### config.mk
export PLATFORM = sky130hd
export DESIGN_NAME = shift_seq8
export DESIGN_NICKNAME = d
export VERILOG_FILES = /design/src/rtl/shift_pkg.sv /design/src/rtl/seq_step_calc.sv /design/src/rtl/shift_seq8.sv
export SDC_FILE = /design/constraint.sdc
export NUM_CORES = 1
export LEC_CHECK = 0
export BUFFER_PORTS_ARGS = -buffer_cell sky130_fd_sc_hd__buf_2
export CELL_PAD_IN_SITES_DETAIL_PLACEMENT = 1
export CELL_PAD_IN_SITES_GLOBAL_PLACEMENT = 1
export CORE_MARGIN = 2
export CORE_UTILIZATION = 36
export DETAILED_ROUTE_END_ITERATION = 10
export GPL_TIMING_DRIVEN = 1
export HOLD_SLACK_MARGIN = 0.08
export PLACE_DENSITY = 0.8
export SLEW_MARGIN = 20
export SYNTH_ARGS = -nofsm -noshare
export SYNTH_HDL_FRONTEND = slang
export SYNTH_SLANG_ARGS = --single-unit
### constraint.sdc
create_clock -name clk -period 1.6 [get_ports clk]
set_input_delay 0.16 -clock clk [delete_from_list [all_inputs] [get_ports clk]]
set_output_delay 0.16 -clock clk [all_outputs]
set_load 0.1 [all_outputs]
### src/rtl/shift_pkg.sv
// Shared encodings for the 8-bit shifter stage and its command sequencer.
package shift_pkg;

  localparam logic [2:0] OP_NOP  = 3'b000;
  localparam logic [2:0] OP_LOAD = 3'b001;
  localparam logic [2:0] OP_LSL  = 3'b010;
  localparam logic [2:0] OP_LSR  = 3'b011;
  localparam logic [2:0] OP_ASR  = 3'b100;

  localparam logic [1:0] CMD_LOAD = 2'b00;
  localparam logic [1:0] CMD_LSL  = 2'b01;
  localparam logic [1:0] CMD_LSR  = 2'b10;
  localparam logic [1:0] CMD_ASR  = 2'b11;

  localparam int unsigned DATA_W  = 8;
  localparam int unsigned MAX_STEP = 3;

  typedef enum logic [1:0] {
    IDLE  = 2'b00,
    LOAD  = 2'b01,
    SHIFT = 2'b10,
    DONE  = 2'b11
  } state_t;

  // A load-only command carries no shift direction, so it maps to NOP.
  function automatic logic [2:0] cmd_to_shop(input logic [1:0] c);
    case (c)
      CMD_LSL: return OP_LSL;
      CMD_LSR: return OP_LSR;
      CMD_ASR: return OP_ASR;
      default: return OP_NOP;
    endcase
  endfunction

endpackage

### src/rtl/seq_step_calc.sv
// Greedy step splitter: takes up to 3 bits from the remaining shift amount.
module seq_step_calc
  import shift_pkg::*;
(
  input  logic [2:0] rem,
  output logic [1:0] step,
  output logic [2:0] rem_next,
  output logic       last
);

  always_comb begin
    step     = (rem > 3'(MAX_STEP)) ? 2'(MAX_STEP) : rem[1:0];
    rem_next = rem - {1'b0, step};
    last     = (rem_next == 3'd0);
  end

endmodule

### src/rtl/shift_seq8.sv
// Command sequencer for the 8-bit shifter: one LOAD, then greedy <=3-bit shift steps,
// with a done pulse in the cycle the shifter's registered output holds the result.
module shift_seq8
  import shift_pkg::*;
(
  input  logic       clk,
  input  logic       reset_n,
  input  logic       cmd_valid,
  output logic       cmd_ready,
  input  logic [1:0] cmd_op,
  input  logic [2:0] cmd_amt,
  input  logic [7:0] cmd_data,
  output logic [2:0] sh_op,
  output logic [1:0] sh_shamt,
  output logic [7:0] sh_din,
  output logic       busy,
  output logic       done
);

  state_t     state, state_nx;
  logic [2:0] rem;
  logic [2:0] dir;
  logic [7:0] data_q;

  logic [1:0] step;
  logic [2:0] rem_next;
  logic       last;
  logic       accept;

  seq_step_calc u_step (
    .rem      (rem),
    .step     (step),
    .rem_next (rem_next),
    .last     (last)
  );

  assign cmd_ready = (state == IDLE) || (state == DONE);
  assign accept    = cmd_valid && cmd_ready;

  always_ff @(posedge clk or negedge reset_n) begin
    if (!reset_n) begin
      state  <= IDLE;
      rem    <= '0;
      dir    <= OP_NOP;
      data_q <= '0;
    end else begin
      state <= state_nx;
      if (accept) begin
        data_q <= cmd_data;
        rem    <= (cmd_op == CMD_LOAD) ? 3'd0 : cmd_amt;
        dir    <= cmd_to_shop(cmd_op);
      end else if (state == SHIFT) begin
        rem <= rem_next;
      end
    end
  end

  always_comb begin
    state_nx = state;
    case (state)
      IDLE:    state_nx = accept ? LOAD : IDLE;
      LOAD:    state_nx = (rem != 3'd0) ? SHIFT : DONE;
      SHIFT:   state_nx = last ? DONE : SHIFT;
      DONE:    state_nx = accept ? LOAD : IDLE;
      default: state_nx = IDLE;
    endcase
  end

  // Moore outputs only: nothing on cmd_* reaches sh_* without a register in between.
  always_comb begin
    sh_op    = OP_NOP;
    sh_shamt = 2'b00;
    sh_din   = data_q;
    busy     = 1'b0;
    done     = 1'b0;
    case (state)
      LOAD: begin
        sh_op = OP_LOAD;
        busy  = 1'b1;
      end
      SHIFT: begin
        sh_op    = dir;
        sh_shamt = step;
        busy     = 1'b1;
      end
      DONE:    done = 1'b1;
      default: ;
    endcase
  end

endmodule

==> metrics.cfg <==
[worst_setup_path]
path_buf_inv = 2
crit_family = flip-flops
crit_slowest_cell = dfrtp_1
cp.required_ns = 1.44
slowest_delay_ns = 0.43
r2r_setup_slack_ns = 0.08
crit_arrival_ns = 1.47
end_kind = primary output
cp_max_fo = 4
crit_path_start_kind = register
critPathKind = register to primary output
path_cells = ha_4 -> clkinvlp_4 -> and3_4 -> buf_12

[clocking]
numCtsBuffers = 3
htree_levels = 1
clock-sinks = 16
cts_buffer_depth = 2
cts-root-buf = clkbuf_4
cts_tree = done
clkLatencyLatePin_ns = 0.28
clk_pin_slew_ns = 0.09

[global_routing]
grt.met2_usage_pct = 26.0
grt.total_usage_pct = 15.4
grt_antenna_before_repair = 0
grt_overflow_total = 0
grt_max_degree = 19
gr-usage-met1_pct = 19.2
grt_util_met3_pct = 1.71
grt_pass1_vias = 630
grt_busiest_layer = met2
grt_pass1_wl_mm = 3.01

[synthesis]
synth_top_family_by_area = multiplexers
yosys_warnings = 0
synth_mux_area_share_pct = 16.9
yosys.area_share.simple_pct = 9.20
synthXorXnorAreaFrac_pct = 2.04
synth_compound_gate_area_share_pct = 6.86
mappedNetlistArea_um2 = 857
avgSynthCellArea_um2 = 12.2
ys_ff_latch = 16
synth_cells = 70
synth_fp_nets = 95
yosys.cell_types.count = 23
synthAdderAreaFrac_pct = 13.1
ys_seq_area_share_pct = 46.7

[timing]
fin_crit_sh_pct = 102
max_slew_margin_pct = 67.0
slew_viol_final = 0
rsz0062_at_grt = true
worst_slack_ns = -0.0266
timing.final.hold_violations = 0
finalCriticalPeriod_ns = 1.63
setup-violations-final = 3
finClkSkew_ns = 0.00231
tightest_slew_ns = 0.498
fmax_mhz = 615

[die]
die-height_um = 52.8
pin_count = 32
start_util_pct = 38.4
die_w_um = 52.8
rows = 17
core_area_mm2 = 0.00223
die_area_mm2 = 0.00279

[cells_and_area]
final_area_mm2 = 0.00129
nets = 136
final_layout_size_suffix_gt1_share_pct = 59.1
num_antenna_cells = 0
area_growth_pct = 50.1

[outcome]
outcome = finished, violations left
violations = setup timing

[route]
dr.pass1.iters = 4
vias_per_cell = 4.67
num_vias = 644
remaining_drc_errors = 0
ant_nets = 0
wl_per_cell_um = 14.4
drt_iter0_drc = 2
wl_mm = 1.99

[placement]
port_buffers = 31
place.gp.congestion = 0.718
post_dp_cell_area_mm2 = 0.00116
dp_hpwl_mm = 1.46

[flow_run]
cap_violations = 0

[hold_path]
min_path_type = input pin to register

## cells in the final DEF (no fill, tap or decap)
cell type | netlist | routed
nand2_1 | 1 | 1
buf_4 | 0 | 6
nand3b_1 | 1 | 1
nor3_1 | 1 | 1
clkinvlp_4 | 0 | 1
xor2_1 | 1 | 1
ha_1 | 9 | 7
dlygate4sd3_1 | 0 | 1
nand4b_1 | 1 | 1
inv_2 | 0 | 1
mux2_2 | 8 | 8
a31oi_1 | 1 | 1
a21oi_1 | 6 | 5
buf_6 | 1 | 1
xnor2_1 | 1 | 1
clkbuf_4 | 0 | 4
mux2_4 | 3 | 3
mux2i_1 | 1 | 1
nand2b_1 | 3 | 3
dfrtp_1 | 16 | 16
and3_4 | 0 | 2
ha_4 | 0 | 2
nand2_4 | 1 | 1
clkbuf_8 | 0 | 1
a21oi_2 | 0 | 1
buf_12 | 0 | 7
inv_4 | 0 | 1
buf_2 | 2 | 23
inv_1 | 6 | 3
nor2_2 | 0 | 1
and2b_1 | 1 | 1
o21a_2 | 0 | 2
o211ai_1 | 1 | 1
## stage by stage
stage               utilization (%)  std cells  hold WS (ns)  TNS, ns  setup slack, ns
floorplan                         -         70        -0.136    -1.43           -0.464
global placement               52.0        126        0.0831        0            0.195
detailed placement             52.0        126        0.0920        0            0.152
CTS                            56.8        136        0.0925  -0.0888          -0.0376
global route                   57.6        138        0.0907   -0.236          -0.0789
finish                         57.6        138         0.103  -0.0542          -0.0266
## cells by family (layout without fill, tap and decap cells)
group | after synthesis | after routing
flops | 16 | 16
buf+inv | 9 | 49
xor+xnor | 2 | 2
fa+ha+maj | 9 | 9
mux | 12 | 12
compound gates | 10 | 10
simple gates | 12 | 12
## cell usage after synthesis
library cell	number	share of area, %
and3_1	2	1.5
nand3b_1	1	0.88
buf_6	1	1.3
nand2b_1	3	2.2
o211ai_1	1	0.88
ha_1	9	13
nand2_4	1	1.3
xnor2_1	1	1.0
a31oi_1	1	0.73
mux2i_1	1	1.2
nor2_1	1	0.44
mux2_2	8	11
nor3_1	1	0.58
o21a_1	2	1.8
nand2_1	1	0.44
inv_1	6	2.6
a21oi_1	6	3.5
mux2_4	3	5.3
dfrtp_1	16	47
buf_2	2	1.2
nand4b_1	1	1.0
and2b_1	1	0.88
xor2_1	1	1.0
## registers in the layout, indices dropped and copies added (netlist names)
register / cells
dir: 3
sh_din: 8
rem: 3
state: 2
## worst paths after layout
path	from	depth (start not counted)	to
min in group asynchronous	reset_n	2	rem[1]$_DFFE_PN0P_
hold reg to reg	sh_din[2]$_DFFE_PN0P_	1	sh_din[2]$_DFFE_PN0P_
setup reg to reg	state[0]$_DFF_PN0_	5	dir[2]$_DFFE_PN0P_
hold / removal	cmd_data[6]	2	sh_din[6]$_DFFE_PN0P_
max in group asynchronous	reset_n	2	dir[1]$_DFFE_PN0P_
setup / recovery	state[1]$_DFF_PN0_	4	sh_op[2]
## worst register-to-register path: cells and delay by family, from the launching register on
family                   cells  cell delay (ns)
flip-flops                   1             0.41
buffers and inverters        2             0.22
adder cells (fa/ha/maj)      1             0.21
multiplexers                 1             0.37
AND/OR/NAND/NOR              1             0.19
## metal layers
metal | vias to the layer above | part of all wire (%)
met3 | 7 | 2.6
met5 | - | 0
met2 | 18 | 54
met4 | 0 | 2.5
li1 | 315 | -
met1 | 304 | 41
## what timing repair did
item / 4_1_cts / 5_1_grt
resized for setup: 6 / 1
pin swaps: 2 / 2
setup endpoints to repair: 4 / 5
hold buffers: 1 / 0
endpoints found under the hold margin: 16 / 0
setup buffers: 5 / 2
## area by class of cell
type                            instances  area [µm²]
Fill cell                             229         947
Multi-Input combinational cell         45         457
Sequential cell                        16         400
Timing Repair Buffer                   39         329
Clock buffer                            4        36.3
Tap cell                               28        35.0
Inverter                                6        28.8
Power is left out: the tool's default activity adds up to more than one toggle a clock period on the data nets, which glitch-free logic cannot reach.
